==> src/rtl/fp32_maxmin_reduce.sv <==
// Streaming FP32 max/min reducer: tracks the running extreme of a packet and its index,
// delegating each comparison to an external FP32_cmp and reporting NaN/timeout flags.
module fp32_maxmin_reduce #(
   parameter int unsigned IDX_W       = 8,
   parameter int unsigned CMP_LAT     = 2,
   parameter int unsigned CMP_TIMEOUT = 8
) (
   input  logic             clk,
   input  logic             rstn,
   input  logic             i_mode,
   input  logic             s_valid,
   output logic             s_ready,
   input  logic [31:0]      s_data,
   input  logic             s_last,
   output logic             cmp_valid,
   output logic [2:0]       cmp_op,
   output logic [31:0]      cmp_a,
   output logic [31:0]      cmp_b,
   input  logic             cmp_res_valid,
   input  logic             cmp_res,
   input  logic             cmp_nan_err,
   output logic             m_valid,
   input  logic             m_ready,
   output logic [31:0]      m_data,
   output logic [IDX_W-1:0] m_idx,
   output logic             m_nan,
   output logic             m_timeout
);

   localparam int unsigned DW    = 32;
   // Timeout must exceed nominal latency; clamp so a bad override cannot starve results.
   localparam int unsigned TMO   = (CMP_TIMEOUT > CMP_LAT) ? CMP_TIMEOUT : CMP_LAT + 1;
   localparam int unsigned TMR_W = $clog2(TMO + 1);
   localparam logic [2:0]  OP_GT = 3'd1;
   localparam logic [2:0]  OP_LT = 3'd3;

   typedef enum logic [1:0] {S_IDLE, S_ACCEPT, S_WAIT, S_DONE} state_t;

   state_t             state_q, state_d;
   logic               mode_q, mode_d, mode_eff;
   logic [DW-1:0]      running_q, running_d;
   logic [IDX_W-1:0]   run_idx_q, run_idx_d;
   logic               have_q, have_d;
   logic [IDX_W-1:0]   idx_cnt_q, idx_cnt_d;
   logic [IDX_W-1:0]   pend_idx_q, pend_idx_d;
   logic               pend_last_q, pend_last_d;
   logic [TMR_W-1:0]   timer_q, timer_d;
   logic               nan_q, nan_d;
   logic               to_q, to_d;
   logic               s_ready_q, s_ready_d;
   logic               cmp_valid_q, cmp_valid_d;
   logic [2:0]         cmp_op_q, cmp_op_d;
   logic [DW-1:0]      cmp_a_q, cmp_a_d;
   logic [DW-1:0]      cmp_b_q, cmp_b_d;
   logic               m_valid_q, m_valid_d;
   logic [DW-1:0]      m_data_q, m_data_d;
   logic [IDX_W-1:0]   m_idx_q, m_idx_d;
   logic               m_nan_q, m_nan_d;
   logic               m_to_q, m_to_d;
   logic               beat, in_nan, resolve;

   assign beat   = s_valid && s_ready_q;
   assign in_nan = (s_data[30:23] == 8'hFF) && (s_data[22:0] != 23'd0);

   // Next-state and output logic
   always_comb begin
      state_d     = state_q;
      mode_d      = mode_q;
      mode_eff    = (state_q == S_IDLE) ? i_mode : mode_q;
      running_d   = running_q;
      run_idx_d   = run_idx_q;
      have_d      = have_q;
      idx_cnt_d   = idx_cnt_q;
      pend_idx_d  = pend_idx_q;
      pend_last_d = pend_last_q;
      timer_d     = timer_q;
      nan_d       = nan_q;
      to_d        = to_q;
      cmp_valid_d = 1'b0;
      cmp_op_d    = cmp_op_q;
      cmp_a_d     = cmp_a_q;
      cmp_b_d     = cmp_b_q;
      resolve     = 1'b0;

      case (state_q)
         S_IDLE, S_ACCEPT: begin
            if (beat) begin
               mode_d    = mode_eff;
               idx_cnt_d = idx_cnt_q + 1'b1;
               state_d   = S_ACCEPT;
               if (!have_q) begin
                  // First usable element seeds the running value without a compare.
                  if (in_nan) begin
                     nan_d = 1'b1;
                  end else begin
                     running_d = s_data;
                     run_idx_d = idx_cnt_q;
                     have_d    = 1'b1;
                  end
                  if (s_last) state_d = S_DONE;
               end else begin
                  cmp_valid_d = 1'b1;
                  cmp_a_d     = s_data;
                  cmp_b_d     = running_q;
                  cmp_op_d    = mode_eff ? OP_LT : OP_GT;
                  pend_idx_d  = idx_cnt_q;
                  pend_last_d = s_last;
                  timer_d     = '0;
                  state_d     = S_WAIT;
               end
            end
         end
         S_WAIT: begin
            timer_d = timer_q + 1'b1;
            if (cmp_res_valid) begin
               resolve = 1'b1;
               if (cmp_nan_err) begin
                  nan_d = 1'b1;
               end else if (cmp_res) begin
                  running_d = cmp_a_q;
                  run_idx_d = pend_idx_q;
               end
            end else if (timer_q == TMR_W'(TMO)) begin
               resolve = 1'b1;
               to_d    = 1'b1;
            end
            if (resolve) state_d = pend_last_q ? S_DONE : S_ACCEPT;
         end
         S_DONE: begin
            if (m_valid_q && m_ready) begin
               state_d     = S_IDLE;
               running_d   = '0;
               run_idx_d   = '0;
               have_d      = 1'b0;
               idx_cnt_d   = '0;
               pend_idx_d  = '0;
               pend_last_d = 1'b0;
               nan_d       = 1'b0;
               to_d        = 1'b0;
            end
         end
         default: state_d = S_IDLE;
      endcase

      s_ready_d = (state_d == S_IDLE) || (state_d == S_ACCEPT);
      m_valid_d = (state_d == S_DONE);
      m_data_d  = m_valid_d ? (have_d ? running_d : 32'hFFFF_FFFF) : '0;
      m_idx_d   = (m_valid_d && have_d) ? run_idx_d : '0;
      m_nan_d   = m_valid_d && nan_d;
      m_to_d    = m_valid_d && to_d;
   end

   always_ff @(posedge clk or negedge rstn) begin
      if (!rstn) begin
         state_q     <= S_IDLE;
         mode_q      <= 1'b0;
         running_q   <= '0;
         run_idx_q   <= '0;
         have_q      <= 1'b0;
         idx_cnt_q   <= '0;
         pend_idx_q  <= '0;
         pend_last_q <= 1'b0;
         timer_q     <= '0;
         nan_q       <= 1'b0;
         to_q        <= 1'b0;
         s_ready_q   <= 1'b0;
         cmp_valid_q <= 1'b0;
         cmp_op_q    <= '0;
         cmp_a_q     <= '0;
         cmp_b_q     <= '0;
         m_valid_q   <= 1'b0;
         m_data_q    <= '0;
         m_idx_q     <= '0;
         m_nan_q     <= 1'b0;
         m_to_q      <= 1'b0;
      end else begin
         state_q     <= state_d;
         mode_q      <= mode_d;
         running_q   <= running_d;
         run_idx_q   <= run_idx_d;
         have_q      <= have_d;
         idx_cnt_q   <= idx_cnt_d;
         pend_idx_q  <= pend_idx_d;
         pend_last_q <= pend_last_d;
         timer_q     <= timer_d;
         nan_q       <= nan_d;
         to_q        <= to_d;
         s_ready_q   <= s_ready_d;
         cmp_valid_q <= cmp_valid_d;
         cmp_op_q    <= cmp_op_d;
         cmp_a_q     <= cmp_a_d;
         cmp_b_q     <= cmp_b_d;
         m_valid_q   <= m_valid_d;
         m_data_q    <= m_data_d;
         m_idx_q     <= m_idx_d;
         m_nan_q     <= m_nan_d;
         m_to_q      <= m_to_d;
      end
   end

   assign s_ready   = s_ready_q;
   assign cmp_valid = cmp_valid_q;
   assign cmp_op    = cmp_op_q;
   assign cmp_a     = cmp_a_q;
   assign cmp_b     = cmp_b_q;
   assign m_valid   = m_valid_q;
   assign m_data    = m_data_q;
   assign m_idx     = m_idx_q;
   assign m_nan     = m_nan_q;
   assign m_timeout = m_to_q;

endmodule

==> config.mk <==
export PLATFORM = sky130hd
export DESIGN_NAME = fp32_maxmin_reduce
export DESIGN_NICKNAME = d
export VERILOG_FILES = /design/src/rtl/fp32_maxmin_reduce.sv
export SDC_FILE = /design/constraint.sdc
export NUM_CORES = 1
export LEC_CHECK = 0
export BUFFER_PORTS_ARGS = -buffer_cell sky130_fd_sc_hd__buf_2
export CAP_MARGIN = 15
export CORE_ASPECT_RATIO = 1.25
export CORE_MARGIN = 4
export CORE_UTILIZATION = 35
export DETAILED_ROUTE_END_ITERATION = 12
export PLACE_DENSITY_LB_ADDON = 0.3
export SLEW_MARGIN = 10
export SYNTH_ARGS = -nofsm -noshare
export SYNTH_HDL_FRONTEND = slang
export SYNTH_SLANG_ARGS = --single-unit
==> constraint.sdc <==
create_clock -name clk -period 4 [get_ports clk]
set_input_delay 1 -clock clk [delete_from_list [all_inputs] [get_ports clk]]
set_output_delay 1 -clock clk [all_outputs]
set_load 0.005 [all_outputs]
==> impl_metrics.py <==
metrics = {
    "clock_tree": {
        "path_clk_slew_ns": 0.07,
        "cts_tree": "built",
        "htree_levels": 4,
        "clockBufferDepth": 2,
        "worstSkewPairLatency_ns": 0.43,
        "cts_resized": 0,
        "root_buffer": "clkbuf_16",
        "postCtsSetupBuffers": 0,
        "ctsHoldBuffers": 0,
        "clock-sinks": 178,
        "numCtsBuffers": 17,
    },
    "final_layout": {
        "final_util": 0.432,
        "drive_above_1_share": 0.312,
        "instances_no_fill": 1179,
        "num_antenna_cells": 0,
        "regArea_sq_um": 4460,
        "fin_nets": 922,
        "n_fill_cell": 2183,
        "multi_input_area_sq_um": 3490,
        "syn_to_final_growth_pct": 21.4,
    },
    "grt": {
        "grt_pass1_wl_mm": 39.0,
        "grtUsageTotal": 0.196,
        "overflow": 0,
        "grt_max_degree": 69,
        "antenna_found_initial": 0,
        "grt_pass1_vias": 6743,
    },
    "placed_design": {
        "io_buffers": 151,
        "dpl.hpwl_mm": 17.5,
        "placed_cells": 1147,
        "place_congestion": 0.830,
    },
    "detailed_routing": {
        "wl_per_cell_um": 21.3,
        "drc": 0,
        "vias": 6784,
        "first_iter_violations": 514,
        "ant_nets": 0,
        "viasPerCell": 5.75,
        "routed_wl_mm": 25.1,
        "dr.pass1.iters": 5,
    },
    "sta": {
        "worst_pin_slew_ns": 0.765,
        "period_minus_slack_ns": 3.13,
        "fmax_mhz": 320,
        "skew_ns": 0.0140,
        "hold_violations": 0,
        "setup_tns_ns": 0,
        "rsz0062_at_grt": "no",
        "timing.final.crit_share": 0.781,
        "slew_headroom": 0.483,
        "setup_viol": 0,
        "drv_slew": 0,
    },
    "synth": {
        "avgSynthCellArea_sq_um": 11.0,
        "ys_types": 54,
        "synthTopCellsByArea": "dfrtp_1 54%, mux2_2 8.7%, a31oi_1 2.8%",
        "yosys_warnings": 0,
        "ys_seq_area_frac": 0.545,
        "synth_top_family_by_area": "compound AO/OA/AOI/OAI gates",
        "synthAdderAreaFrac": 0.00459,
        "synthCells": 742,
        "synth-edff-count": 0,
        "synth_compound_area_frac": 0.188,
        "synth_nets": 786,
        "synthSimpleGateAreaFrac": 0.136,
        "ys_ff_latch": 178,
        "synth_commonest_cells": "178 x dfrtp_1, 63 x mux2_2, 56 x nand2_1",
        "synthMuxAreaShare": 0.0879,
        "synth_area_sq_um": 8180,
        "synth_flop_cell": "dfrtp_1",
        "synthXorXnorAreaFrac": 0.00749,
        "synth.most_common_cell": "dfrtp_1",
        "yosysTopAreaCell": "dfrtp_1",
        "synth_top_area_frac": 0.545,
        "async_flop_share": 1.00,
    },
    "flow_run": {
        "maxCapViolCount": 0,
    },
    "pwr": {
        "leakage_nw": 4.58,
        "power_w": 0.00818,
        "p_per_area_nw_per_um2": 824,
        "ir_worst_vdd_uv": 360,
    },
    "floorplan": {
        "initial_utilization": 0.356,
        "core_sq_um": 23000,
        "row_count": 62,
        "fp.dieH_um": 179,
        "dieArea_sq_um": 25900,
        "fp.dieW_um": 145,
        "top_level_ports": 153,
    },
    "critical_path": {
        "critPathRequiredTime_ns": 4.28,
        "end_kind": "flip-flop",
        "cp-start-kind": "input port",
        "worstSetupPathType": "input port to flip-flop",
        "cp.arrival_ns": 3.41,
        "r2r_slack_ns": 1.05,
        "rr_worst_depth": 6,
        "crit_path_max_fanout": 9,
    },
    "hold_path": {
        "hold_depth": 1,
        "hold_path_class": "flip-flop to flip-flop",
    },
    "outcome": {
        "outcome": "finished clean",
    },
}
[per-layer routing]
metal / vias up / GRT usage / part of all wire
met2: 210 / 0.319 / 0.49
met1: 3471 / 0.260 / 0.43
met4: 0 / 0.0599 / 0.020
met5: - / 0 / 0
li1: 3073 / - / -
met3: 30 / 0.0448 / 0.055
[power by group]
part / leakage [nW] / internal [W] / switching [W]
combinational: 2.03 / 0.00145 / 0.00166
clock: 0.304 / 0.00107 / 0.000756
sequential: 2.25 / 0.00259 / 0.000660
[metrics by stage]
| step | instance area [sq um] | setup WS, ns | hold slack, ns |
|---|---|---|---|
| finish | 9930 | 0.874 | 0.460 |
| CTS | 9930 | 0.958 | 0.470 |
| global placement | 9290 | 0.544 | 0.444 |
| global route | 9930 | 0.754 | 0.499 |
| detailed placement | 9290 | 0.501 | 0.450 |
| floorplan | 8180 | 1.19 | 0.451 |
[worst paths after layout]
| check | from | end |
|---|---|---|
| min | cmp_op[0] | cmp_op[0] |
| min reg2reg | cmp_op[0] | cmp_op[0] |
| max reg2reg | state_q[1] | m_idx[3] |
| min in group asynchronous | rstn | cmp_b[6] |
| max in group asynchronous | rstn | m_idx[0] |
| max | s_data[0] | m_data[25] |
[cell families (layout without fill, tap and decap cells)]
| family | after synthesis | count (layout) |
|---|---|---|
| AOI/OAI and AO/OA | 218 | 218 |
| xor gates and xnor gates | 7 | 7 |
| adders and majority gates | 3 | 3 |
| buffers and inverters | 64 | 213 |
| DFF | 178 | 178 |
| muxes | 64 | 64 |
| other | 1 | 1 |
| and+or+nand+nor | 207 | 207 |
[area by class of cell]
class / count / area share
clock buffers: 18 / 0.0442
multi-input cells: 500 / 0.352
inverters: 9 / 0.00340
well taps: 288 / 0.0363
flip-flops and latches: 178 / 0.449
clock inverters: 14 / 0.0202
repair buffers: 172 / 0.0952
[sequential cells by signal, indices dropped and copies added (netlist names), 2 cells and up]
| name | cells |
|---|---|
| m_data | 32 |
| run_idx_q | 8 |
| state_q | 2 |
| cmp_op | 2 |
| timer_q | 4 |
| idx_cnt_q | 8 |
| m_idx | 8 |
| cmp_a | 32 |
| running_q | 32 |
| cmp_b | 32 |
| pend_idx_q | 8 |
[cells in the final DEF (no fill, tap or decap), types with 12 or more instances in the layout]
cell type	instances
dfrtp_1	177
buf_2	150
mux2_2	63
nand2_1	56
o21ai_0	40
a31oi_1	36
a21oi_1	26
nor2_1	23
nand4_1	22
a221o_1	22
nor3_1	20
buf_4	19
nand2b_1	17
clkbuf_16	17
a211oi_1	15
a21boi_0	15
and3_1	13
nand3_1	12
[critical path: stages]
cell	delay [ns]
buf_2	0.12
or4_1	0.57
nor2_1	0.46
nand4_1	0.40
a21oi_1	0.67
a31oi_1	0.19
Note: power is estimated with default switching activity, not from simulation.
